### config.mk
export PLATFORM = sky130hd
export DESIGN_NAME = mul_sequencer
export DESIGN_NICKNAME = d
export VERILOG_FILES = /design/src/rtl/mul_sequencer.sv
export SDC_FILE = /design/constraint.sdc
export NUM_CORES = 1
export LEC_CHECK = 0
export ABC_CLOCK_PERIOD_IN_PS = 6800
export BUFFER_PORTS_ARGS = -buffer_cell sky130_fd_sc_hd__buf_2
export CORE_UTILIZATION = 40
export DETAILED_ROUTE_END_ITERATION = 8
export PLACE_DENSITY = 0.61
export SYNTH_ARGS = -nofsm -noshare
export SYNTH_HDL_FRONTEND = slang
export SYNTH_SLANG_ARGS = --single-unit
### constraint.sdc
create_clock -name clk -period 6.8 [get_ports clk]
set_clock_uncertainty 0.1 [all_clocks]
set_input_delay 0.68 -clock clk [delete_from_list [all_inputs] [get_ports clk]]
set_output_delay 0.68 -clock clk [all_outputs]
set_load 0.005 [all_outputs]
### src/rtl/mul_sequencer.sv
// mul_sequencer: shift-add multiplier sequencer for MUL, UMULL and SMULL.
// SMULL multiplies operand magnitudes and negates the 64-bit sum in FIX.
module mul_sequencer #(
   parameter int ITER = 32
) (
   input  logic        clk,
   input  logic        reset,
   input  logic        start,
   input  logic [1:0]  op,
   input  logic [31:0] a,
   input  logic [31:0] b,
   output logic        busy,
   output logic        done,
   output logic [31:0] result_lo,
   output logic [31:0] result_hi,
   output logic        neg,
   output logic        zero
);
   localparam int CW = (ITER > 1) ? $clog2(ITER) : 1;
   typedef enum logic [1:0] {IDLE, CALC, FIX, DONE} state_t;
   state_t r_state, w_next;
   logic [CW-1:0] r_cnt;
   logic [63:0]   r_acc, w_fixed;
   logic [31:0]   r_mcand, r_mplier;
   logic          r_long, r_neg_fix, w_accept, w_last, w_smull;
   assign w_smull = op == 2'b11;
   assign w_last  = r_cnt == CW'(ITER - 1);
   assign w_fixed = r_neg_fix ? -r_acc : r_acc;
   always_comb begin
      w_next   = r_state;
      w_accept = 1'b0;
      busy     = (r_state == CALC) || (r_state == FIX);
      done     = r_state == DONE;
      case (r_state)
         IDLE, DONE: begin
            w_accept = start;
            w_next   = start ? CALC : IDLE;
         end
         CALC:    w_next = w_last ? FIX : CALC;
         default: w_next = DONE;
      endcase
   end
   always_ff @(posedge clk) begin
      if (!reset) begin
         r_state   <= IDLE;
         r_cnt     <= '0;
         r_acc     <= '0;
         r_neg_fix <= 1'b0;
         r_long    <= 1'b0;
         r_mcand   <= '0;
         r_mplier  <= '0;
         result_lo <= '0;
         result_hi <= '0;
         neg       <= 1'b0;
         zero      <= 1'b1;
      end else begin
         r_state <= w_next;
         if (w_accept) begin
            r_long    <= op[1];
            r_mcand   <= (w_smull && a[31]) ? -a : a;
            r_mplier  <= (w_smull && b[31]) ? -b : b;
            r_neg_fix <= w_smull && (a[31] ^ b[31]);
            r_acc     <= '0;
            r_cnt     <= '0;
         end else if (r_state == CALC) begin
            if (r_mplier[0]) r_acc <= r_acc + (64'(r_mcand) << r_cnt);
            r_mplier <= r_mplier >> 1;
            r_cnt    <= r_cnt + CW'(1);
         end else if (r_state == FIX) begin
            // outputs load on the edge that enters DONE
            r_acc     <= w_fixed;
            result_lo <= w_fixed[31:0];
            result_hi <= r_long ? w_fixed[63:32] : 32'd0;
            neg       <= r_long ? w_fixed[63] : w_fixed[31];
            zero      <= r_long ? (w_fixed == 64'd0) : (w_fixed[31:0] == 32'd0);
         end
      end
   end
endmodule

# --- Yosys cells after proc, flatten, opt, wreduce, memory -nomap -nowiden ---
# Index checks and enable logic that the tools add are counted.
word_totals:
  reg_bits: 203
  in_bits: 69
  output_inout_bits: 68
  elab_cells: 55
classes:
  add_sub_neg: 5
  n_eq_ne: 6
  shifts: 1
  mux: 15
  bitwise: 4
  n_reduce_logical: 13
ops:
  columns: ["cell", "count"]
  rows:
  - ["$mux W64", 4]
  - ["$mux W32", 5]
  - ["$add A64 B64 Y64", 1]
  - ["$logic_not A64 Y1", 1]
  - ["$neg A32 Y32", 2]
  - ["$neg A64 Y64", 1]
  - ["$shl A32 B5 Y64", 1]
  - ["$logic_not A32 Y1", 1]
  - ["$eq A2 B2 Y1 const B", 3]
  - ["$add A5 B1 Y5 const B", 1]
  - ["$eq A5 B5 Y1 const B", 1]
  - ["$mux W1", 4]
  - ["$pmux W2 S2", 1]
  - ["$reduce_bool A2 Y1", 2]
  - ["$reduce_or A2 Y1", 2]
  - ["$logic_and A1 B1 Y1", 3]
  - ["$not A1 Y1", 3]
  - ["$reduce_and A3 Y1", 1]
  - ["$eq A2 B1 Y1 const B", 1]
  - ["$logic_not A2 Y1", 1]
  - ["$mux W2", 1]
  - ["$ne A2 B2 Y1 const B", 1]
  - ["$reduce_and A2 Y1", 1]
  - ["$logic_or A1 B1 Y1", 1]
  - ["$xor A1 B1 Y1", 1]

# --- Depth between registers and ports, before layout ---
# Gate-level depths: netlist of run 1.
logic_depth:
  depth_word: 5
  mapped_depth: 20
  mapped_depth_nobuf: 17

# --- Least setup slack after synthesis of run 1 ---
# OpenSTA, ideal clock, no wires.
synth_timing:
  path_kind: "reg-to-reg"
  startpoint: "register r_cnt[0]"
  endpoint: "register r_acc[46]"
  setup_time_ns: 0.095
  arrival_ns: 4.856
  t_required_ns: 6.605
  path_slack_ns: 1.749
  path_stages_with_launch: 18
  n_path_buf: 3
  synth_period_minus_slack_ns: 5.051
  cell_sequence: "dfxtp_1 -> clkbuf_1 -> buf_1 -> mux4_2 -> mux2i_1 -> mux2_2 -> o22ai_1 -> ha_1 -> clkbuf_1 -> nand4_1 -> nor3_1 -> nand4_1 -> o22ai_1 -> o21ai_0 -> o41ai_1 -> a31oi_1 -> xnor2_1 -> a221oi_1"
synth_via:
  elab_chain_cells: 4
synth_lines:
  columns: ["item", "line", "text"]
  rows:
  - ["start, declared", "22", "logic [CW-1:0] r_cnt;"]
  - ["start signal, assigned", "68", "r_cnt <= r_cnt + CW'(1);"]
  - ["$shl A32 B5 Y64", "66", "if (r_mplier[0]) r_acc <= r_acc + (64'(r_mcand) << r_cnt);"]
  - ["$add A64 B64 Y64", "66", null]
  - ["$mux W64", "66", null]
  - ["$mux W64", "65", "end else if (r_state == CALC) begin"]
  - ["end signal, assigned", "66", null]
  - ["end signal, assigned", "71", "r_acc <= w_fixed;"]
  - ["end, declared", "23", "logic [63:0] r_acc, w_fixed;"]
# Every way passes these cells. The select of a mux whose other input is x is not followed.
# A chain may end at the register's enable or synchronous reset.

# --- Worst setup path after layout of run 1 ---
layout_timing:
  startpoint: "register r_cnt[0]"
  endpoint: "register r_acc[53]"
# The elaborated chain is that of the path after synthesis.

==> impl_metrics.json, run 1 <==
{
  "status": "completed",
  "yosysTopAreaCellShare_pct": 24.14,
  "ys.flop_type": "dfxtp_1",
  "postCtsResizedCells": 0,
  "max_slew_margin_pct": 16.35,
  "yosys_warnings": 0,
  "crit_path_end_kind": "register",
  "htree_num_levels": 1,
  "clk_latency_ns": 0.54,
  "fmax_mhz": 171.1,
  "path_cells": "o21ai_0, mux2i_1, mux2i_1, and2_1, ha_1, nand4_1, nor2_1, o2111ai_1, o211ai_1, o221ai_1, a2111oi_0, nor3_1, o21a_1, a311oi_1",
  "core_area_um2": 41200,
  "worst_pin_slew_ns": 1.250,
  "final_util_pct": 45.40,
  "gp_congestion": 1.021,
  "grt_first_pass_wirelength_um": 91450,
  "maxSlewViolCount": 0,
  "whs_ns": 0.3280,
  "via_per_inst": 6.203,
  "grt_use_total_pct": 26.64,
  "syn-num-nets": 2280,
  "cp_max_fo": 44,
  "synth_most_common_cell": "nand2_1",
  "dp_slack_ns": 1.075,
  "p_per_area_nw_per_um2": 358.8,
  "synth.area.top_cells": "dfxtp_1 24%, nand2_1 5.6%, ha_1 5.3%",
  "path_class": "register to register",
  "slowest_stage": "dfxtp_2",
  "cts_num_sinks": 203,
  "syn_to_final_growth_pct": 11.09,
  "nFillCells": 4126,
  "ios": 137,
  "met3_length_um": 3347,
  "cts_made_buffers": 25,
  "dp_hpwl_um": 45230,
  "dieArea_um2": 42920,
  "crit_start": "r_cnt[0]$_SDFFE_PP0P_",
  "hold_buffers": 0,
  "async_flop_share_pct": 0,
  "setup_viol_count_final": 0,
  "cts_tree": "built",
  "hold_viol": 0,
  "wirelength_um": 58920,
  "die_width_um": 207.2,
  "post-cts-setup-buffers": 0,
  "vias": 16880,
  "drc": 0,
  "drt-pass1-iter-count": 5,
  "portBuffers": 136,
  "root_buffer": "clkbuf_16",
  "period_share_pct": 85.94,
  "leakage_nw": 8.226,
  "reg2reg_depth": 14,
  "worstReg2RegEnd": "r_acc[53]$_SDFFE_PP0P_",
  "hp-class": "input port to register",
  "startpoint_type": "register",
  "p_total_mw": 6.711,
  "vdd_drop_max_uv": 200.4,
  "synth_area_leader_cell": "dfxtp_1",
  "syn_avg_cell_area_um2": 7.872,
  "grt_max_degree": 70,
  "die_h_um": 207.2,
  "worstSetupEndpoint": "r_acc[53]$_SDFFE_PP0P_",
  "dr_wl_met2_um": 28390,
  "yosysSeqAreaShare_pct": 24.14,
  "rows": 74,
  "wl_met1_um": 24400,
  "cap_violations": 0,
  "synth_cell_types": 75,
  "r2r_start": "r_cnt[0]$_SDFFE_PP0P_",
  "synth_seq_cells": 203,
  "worstPathArrival_ns": 6.20,
  "finalNetCount": 2312,
  "synth_edf_count": 0,
  "grt_pass1_vias": 16160,
  "crit_path_frequent_cell": "mux2i_1",
  "initial_core_util_pct": 40.87,
  "tns_ns": 0,
  "syn-instance-count": 2139,
  "syn_area_um2": 16840,
  "grt.overflow.total": 0,
  "drt_iter0_markers": 1126,
  "setup_ws_ns": 0.9563,
  "r2r_slack_ns": 0.96,
  "top_layer": "met4",
  "drive_above_1_share_pct": 13.35,
  "synth_common_cells": "252 x nand2_1, 203 x dfxtp_1, 147 x nor2_1, 137 x a21oi_1, 136 x o21ai_0",
  "min_period_ns": 5.844,
  "cpPeakStageDelay_ns": 1.09,
  "required_ns": 7.15,
  "clockBufferDepth": 3,
  "rsz0062_at_grt": "no",
  "wl_per_cell_um": 21.65,
  "antenna_found_initial": 1,
  "clkSlewWorstSetupHoldPaths_ns": 0.06,
  "drtAntennaViolNets": 0
}
==> per-stage QoR <==
stage	cells	area (um^2)
floorplan	2139	16840
global placement	2676	17820
detailed placement	2676	17820
CTS	2720	18700
global route	2720	18700
finish	2721	18700
==> registers in the layout (all words and copies together) (netlist names) <==
name and flops:
r_acc 64, r_mcand 32, r_mplier 32, result_hi 32, result_lo 32, r_cnt 5
r_state 2, neg 1, r_long 1, r_neg_fix 1, zero 1
==> area by class of cell <==
class	count	area, um^2	share of cell area, %
Tap cell	532	665.6	3.559
Multi-Input combinational cell	1745	12090	64.65
Sequential cell	203	4066	21.74
Clock buffer	32	691.9	3.699
Timing Repair Buffer	158	848.3	4.535
Clock inverter	12	193.9	1.037
Antenna cell	1	2.502	0.01338
Inverter	38	142.6	0.7626
==> worst min path at each step <==
stage                                     end                 startpoint  cells after the start
CTS                  r_mplier[0]$_SDFFE_PN0P_                       b[0]                      2
global route         r_mplier[0]$_SDFFE_PN0P_                       b[0]                      2
global placement             neg$_SDFFE_PN0P_           neg$_SDFFE_PN0P_                      2
finish               r_mplier[0]$_SDFFE_PN0P_                       b[0]                      2
detailed placement           neg$_SDFFE_PN0P_           neg$_SDFFE_PN0P_                      2
floorplan           r_mplier[31]$_SDFFE_PN0P_  r_mplier[31]$_SDFFE_PN0P_                      2
==> power breakdown <==
| part | switching, mW | total [mW] | internal (mW) | leakage (nW) |
|---|---|---|---|---|
| Sequential | 0.361 | 1.81 | 1.45 | 1.66 |
| Clock | 0.538 | 1.44 | 0.906 | 0.432 |
| Combinational | 2.19 | 3.45 | 1.26 | 6.14 |
==> per-layer routing <==
metal / vias up / global-route usage [%]
li1: 8022 / -
met1: 8145 / 32.18
met2: 572 / 46.42
met3: 139 / 4.230
met4: 0 / 11.99
met5: - / 0
==> layout by cell type (no fill, tap or decap), types with 31 or more instances in the layout <==
cell type,instances
ha_1,70
nor3_1,38
nand4_1,32
a21oi_1,137
buf_2,135
xnor2_1,73
nand2_1,251
dfxtp_1,201
xor2_1,96
o211a_1,83
inv_1,38
mux2i_1,83
a21o_1,43
o22ai_1,31
nand3_1,46
nor2_1,145
o21ai_0,136
==> kinds of logic after synthesis <==
| group | count (synthesis) | share of synthesized area [%] |
|---|---|---|
| xor+xnor | 169 | 8.791 |
| simple gates | 699 | 20.04 |
| fa+ha+maj | 72 | 5.395 |
| compound gates | 672 | 27.70 |
| buf+inv | 191 | 4.258 |
| mux | 133 | 9.683 |
| flops | 203 | 24.14 |
==> critical path: cells and delay by family (launching register included) <==
kind,cells,cell delay (ns)
flops,1,1.09
simple gates,4,0.82
fa+ha+maj,1,0.40
compound gates,7,2.65
mux,2,0.70
No activity file was read; power rests on OpenSTA's default activity.
==> run 2, diff against run 1 <==
--- a/config.mk
+++ b/config.mk
@@ -7,9 +7,9 @@
 export LEC_CHECK = 0
 export ABC_CLOCK_PERIOD_IN_PS = 6800
 export BUFFER_PORTS_ARGS = -buffer_cell sky130_fd_sc_hd__buf_2
-export CORE_UTILIZATION = 40
+export CORE_UTILIZATION = 55
 export DETAILED_ROUTE_END_ITERATION = 8
-export PLACE_DENSITY = 0.61
+export PLACE_DENSITY_LB_ADDON = 0.08
 export SYNTH_ARGS = -nofsm -noshare
 export SYNTH_HDL_FRONTEND = slang
 export SYNTH_SLANG_ARGS = --single-unit
==> impl_metrics.json, run 2 (synthesis gave the netlist of run 1 again) <==
{
  "status": "completed",
  "dp_hpwl_um": 43880,
  "maxSlewViolCount": 0,
  "setup_viol_count_final": 0,
  "root_buffer": "clkbuf_16",
  "worstReg2RegEnd": "r_acc[53]$_SDFFE_PP0P_",
  "cts_tree": "built",
  "cts_made_buffers": 24,
  "ios": 137,
  "drtAntennaViolNets": 0,
  "postCtsResizedCells": 0,
  "cap_violations": 0,
  "grt_pass1_vias": 16000,
  "drive_above_1_share_pct": 13.38,
  "worstSetupEndpoint": "r_acc[53]$_SDFFE_PP0P_",
  "final_common_cell": "nand2_1",
  "grt_first_pass_wirelength_um": 89730,
  "clk_latency_ns": 0.55,
  "die_width_um": 177.0,
  "grt_use_total_pct": 36.65,
  "antenna_cells": 0,
  "drt-pass1-iter-count": 6,
  "antenna_found_initial": 1,
  "min_period_ns": 5.853,
  "leakage_nw": 8.189,
  "finalNetCount": 2313,
  "tns_ns": 0,
  "cp_top_family": "compound AO/OA/AOI/OAI gates",
  "required_ns": 7.17,
  "hp-class": "input port to register",
  "core_area_um2": 29870,
  "cp_max_fo": 31,
  "slowest_stage": "a2111oi_0",
  "wl_per_cell_um": 22.65,
  "worstPathArrival_ns": 6.22,
  "nFillCells": 2784,
  "fmax_mhz": 170.9,
  "wirelength_um": 58430,
  "drc": 0,
  "p_per_area_nw_per_um2": 359.6,
  "startpoint_type": "register",
  "grt_max_degree": 84,
  "grt.overflow.total": 0,
  "crit_path_frequent_cell": "nor2_1",
  "crit_start": "r_cnt[0]$_SDFFE_PP0P_",
  "syn_to_final_growth_pct": 9.594,
  "max_slew_margin_pct": 20.48,
  "dpl.cell_count": 2536,
  "vdd_drop_max_uv": 598.9,
  "clockBufferDepth": 3,
  "path_class": "register to register",
  "dieArea_um2": 31320,
  "worst_pin_slew_ns": 1.188,
  "reg2reg_depth": 15,
  "portBuffers": 136,
  "min_from": "b[0]",
  "dp_slack_ns": 1.054,
  "rsz0062_at_grt": "no",
  "via_per_inst": 6.627,
  "htree_num_levels": 1,
  "initial_core_util_pct": 56.36,
  "hold_buffers": 0,
  "post-cts-setup-buffers": 0,
  "crit_path_end_kind": "register",
  "vias": 17100,
  "r2r_slack_ns": 0.95,
  "final_util_pct": 61.77,
  "cpPeakStageDelay_ns": 1.01,
  "drt_iter0_markers": 1759,
  "gp_congestion": 0.9954,
  "final_cell_mix": "251 x nand2_1, 201 x dfxtp_1, 145 x nor2_1",
  "path_cells": "buf_4, mux4_2, mux2i_1, mux2_2, nor2_1, ha_1, nand4_1, nor2_1, o2111ai_1, o211ai_1, o221ai_1, a2111oi_0, nor3_1, o21a_1, a311oi_1",
  "period_share_pct": 86.07,
  "hold_viol": 0,
  "clkSlewWorstSetupHoldPaths_ns": 0.07,
  "rows": 63,
  "cts_num_sinks": 203,
  "stdcell_count": 2580,
  "largest_register_ff_count": 64,
  "regMostFlops": "r_acc",
  "crit_buf_inv": 1,
  "die_h_um": 177.0,
  "r2r_start": "r_cnt[0]$_SDFFE_PP0P_",
  "setup_ws_ns": 0.9470,
  "cp.depth": 15
}
[run 2: metrics by stage]
step / hold WS (ns) / area [um^2] / total power [mW]
2_1_floorplan: 0.3518 / 16840 / 4.173
3_3_place_gp: 0.3508 / 17650 / 5.180
3_5_place_dp: 0.3574 / 17650 / 5.235
4_1_cts: 0.2960 / 18450 / 6.551
5_1_grt: 0.3249 / 18450 / 7.008
6_report: 0.3150 / 18450 / 6.636
[run 2: worst min-delay path by stage]
stage                                      end  cells past startpoint
detailed placement  result_hi[31]$_SDFFE_PN0P_                      2
global route          r_mplier[0]$_SDFFE_PN0P_                      2
finish                r_mplier[0]$_SDFFE_PN0P_                      2
global placement    result_hi[31]$_SDFFE_PN0P_                      2
CTS                   r_mplier[0]$_SDFFE_PN0P_                      2
floorplan            r_mplier[31]$_SDFFE_PN0P_                      2
[run 2: final cells by class]
type	instances	area [um^2]	share of cell area (%)
Clock inverter	10	101.3	0.5492
Inverter	38	142.6	0.7730
Tap cell	390	488.0	2.644
Sequential cell	203	4066	22.04
Clock buffer	34	698.2	3.784
Multi-Input combinational cell	1745	12090	65.53
Timing Repair Buffer	160	863.3	4.679
[run 2: power by group]
group / internal [mW] / leakage (nW) / switching (mW)
clock network: 0.757 / 0.386 / 0.560
registers: 1.45 / 1.66 / 0.331
logic: 1.28 / 6.15 / 2.25
total: 3.49 / 8.19 / 3.14
[run 2: metal layers]
metal	share of wire, %	GRT usage, %	vias to the layer above	wire, um
met5	0.021	0	-	12
met4	6.2	19.29	2	3632
met3	7.8	7.109	215	4551
met2	46	60.14	769	26760
met1	40	45.26	8077	23470
li1	-	-	8034	-
[run 2: worst reg2reg max path, cell delays in order (launching register included)]
cell and delay, ns:
dfxtp_2 0.78, buf_4 0.39, mux4_2 0.57, mux2i_1 0.22
mux2_2 0.22, nor2_1 0.07, ha_1 0.43, nand4_1 0.15
nor2_1 0.13, o2111ai_1 0.24, o211ai_1 0.45, o221ai_1 0.27
a2111oi_0 1.01, nor3_1 0.28, o21a_1 0.26, a311oi_1 0.21
==> run 3, diff against run 2 <==
--- a/config.mk
+++ b/config.mk
@@ -7,7 +7,8 @@
 export LEC_CHECK = 0
 export ABC_CLOCK_PERIOD_IN_PS = 6800
 export BUFFER_PORTS_ARGS = -buffer_cell sky130_fd_sc_hd__buf_2
-export CORE_UTILIZATION = 55
+export CORE_UTILIZATION = 30
+export CTS_CLUSTER_SIZE = 24
 export DETAILED_ROUTE_END_ITERATION = 8
 export PLACE_DENSITY_LB_ADDON = 0.08
 export SYNTH_ARGS = -nofsm -noshare
==> constraint.sdc (replaced) <==
create_clock -name clk -period 6.8 [get_ports clk]
set_clock_uncertainty 0.1 [all_clocks]
set_input_delay 0.68 -clock clk [delete_from_list [all_inputs] [get_ports clk]]
set_output_delay 0.68 -clock clk [all_outputs]
set_load 0.1 [all_outputs]
==> impl_metrics.json, run 3 (synthesis gave the netlist of run 1 again) <==
{
  "status": "completed",
  "dieArea_um2": 57080,
  "drc": 0,
  "r2r_start": "r_cnt[1]$_SDFFE_PP0P_",
  "p_per_area_nw_per_um2": 382.6,
  "path_class": "register to register",
  "nFillCells": 6013,
  "syn_to_final_growth_pct": 12.70,
  "cts_num_sinks": 203,
  "worstPathArrival_ns": 6.21,
  "maxSlewViolCount": 0,
  "crit_buf_inv": 0,
  "startpoint_type": "register",
  "wl_per_cell_um": 22.03,
  "initial_core_util_pct": 30.44,
  "worstReg2RegEnd": "r_acc[53]$_SDFFE_PP0P_",
  "postCtsResizedCells": 0,
  "cts_made_buffers": 27,
  "grt_max_degree": 79,
  "crit_path_frequent_cell": "mux2i_1",
  "clk_latency_ns": 0.56,
  "clockBufferDepth": 3,
  "rsz0062_at_grt": "no",
  "crit_start": "r_cnt[1]$_SDFFE_PP0P_",
  "die_width_um": 238.9,
  "largest_register_ff_count": 64,
  "crit_path_end_kind": "register",
  "antenna_found_initial": 2,
  "hold_buffers": 0,
  "root_buffer": "clkbuf_16",
  "hp-class": "input port to register",
  "gp_congestion": 0.9267,
  "regMostFlops": "r_acc",
  "drtAntennaViolNets": 0,
  "min_period_ns": 5.833,
  "die_h_um": 238.9,
  "grt.overflow.total": 0,
  "drt-pass1-iter-count": 6,
  "final_cell_mix": "251 x nand2_1, 200 x dfxtp_1, 145 x nor2_1",
  "setup_viol_count_final": 0,
  "rows": 86,
  "whs_ns": 0.3041,
  "grt_first_pass_wirelength_um": 97220,
  "cts_tree": "built",
  "final_common_cell": "nand2_1",
  "drt_iter0_markers": 1089,
  "finalNetCount": 2314,
  "portBuffers": 136,
  "hold_viol": 0,
  "r2r_slack_ns": 0.97,
  "cp_max_fo": 44,
  "slowest_stage": "dfxtp_2",
  "worstSetupEndpoint": "r_acc[53]$_SDFFE_PP0P_",
  "path_cells": "mux2i_1, o21ai_0, mux2i_1, mux2i_1, and2_1, ha_1, nand4_1, nor2_1, o2111ai_1, o211ai_1, o221ai_1, a2111oi_0, nor3_1, o21a_1, a311oi_1",
  "reg2reg_depth": 15,
  "leakage_nw": 8.224,
  "grt_use_total_pct": 22.11,
  "vdd_drop_max_uv": 291.1,
  "cpPeakStageDelay_ns": 0.93,
  "clkSlewWorstSetupHoldPaths_ns": 0.07,
  "required_ns": 7.17,
  "post-cts-setup-buffers": 0,
  "dp_hpwl_um": 50500,
  "cap_violations": 0,
  "drive_above_1_share_pct": 13.37,
  "period_share_pct": 85.77,
  "cp_top_family": "compound AO/OA/AOI/OAI gates",
  "cp.depth": 15,
  "tns_ns": 0,
  "core_area_um2": 55310,
  "grt_pass1_vias": 16210,
  "via_per_inst": 5.630,
  "stdcell_count": 2940,
  "antenna_cells": 0,
  "max_slew_margin_pct": 15.00,
  "wirelength_um": 64750,
  "min_from": "b[0]",
  "dpl.cell_count": 2892,
  "fmax_mhz": 171.5,
  "vias": 16550,
  "htree_num_levels": 1,
  "worst_pin_slew_ns": 1.270,
  "ios": 137
}
[run 3: cell types whose count changed in the layout (fill, tap and decap cells not counted), sizes merged]
| cell | change |
|---|---|
| bufinv | +2 |
| buf | -2 |
| inv | -1 |
| clkinvlp | -1 |
| clkinv | +1 |
| clkbuf | +3 |
[run 3: worst min-delay path by stage]
stage	slack, ns	to	cells past startpoint
after floorplan	0.35	r_mplier[31]$_SDFFE_PN0P_	2
after global placement	0.36	neg$_SDFFE_PN0P_	2
after detailed placement	0.36	result_hi[31]$_SDFFE_PN0P_	2
after CTS	0.28	r_mplier[0]$_SDFFE_PN0P_	2
after global routing	0.30	r_mplier[0]$_SDFFE_PN0P_	2
final	0.30	r_mplier[0]$_SDFFE_PN0P_	2
[run 3: through the flow]
step	setup slack, ns	utilization [%]	instance area, um^2	power [mW]
3_3_place_gp	1.220	32.69	18080	5.794
5_1_grt	0.5489	34.31	18980	7.716
3_5_place_dp	1.111	32.69	18080	5.809
2_1_floorplan	1.749	-	16840	4.609
6_report	0.9674	34.31	18980	7.261
4_1_cts	1.049	34.31	18980	7.302
[run 3: per-layer routing]
layer  vias up  routed length, um  track usage [%]
met1      8014              27730            27.32
met2       407              31940            39.16
met3       104               2509            2.413
met4         0               2582            8.430
li1       8027                  -                -
met5         -                  0                0
[run 3: cell type report]
type / instances / area (um^2) / area share, %
multi-input cells: 1745 / 12090 / 63.69
flip-flops and latches: 203 / 4068 / 21.44
well taps: 748 / 935.9 / 4.932
repair buffers: 158 / 848.3 / 4.471
clock buffers: 37 / 753.2 / 3.969
clock inverters: 11 / 142.6 / 0.7517
inverters: 38 / 142.6 / 0.7517
[run 3: report_power, final]
part / leakage [nW] / switching [mW] / internal [mW] / total [mW]
sequential: 1.66 / 0.356 / 1.45 / 1.81
combinational: 6.13 / 2.72 / 1.27 / 3.98
clock: 0.436 / 0.583 / 0.885 / 1.47
total: 8.22 / 3.66 / 3.60 / 7.26
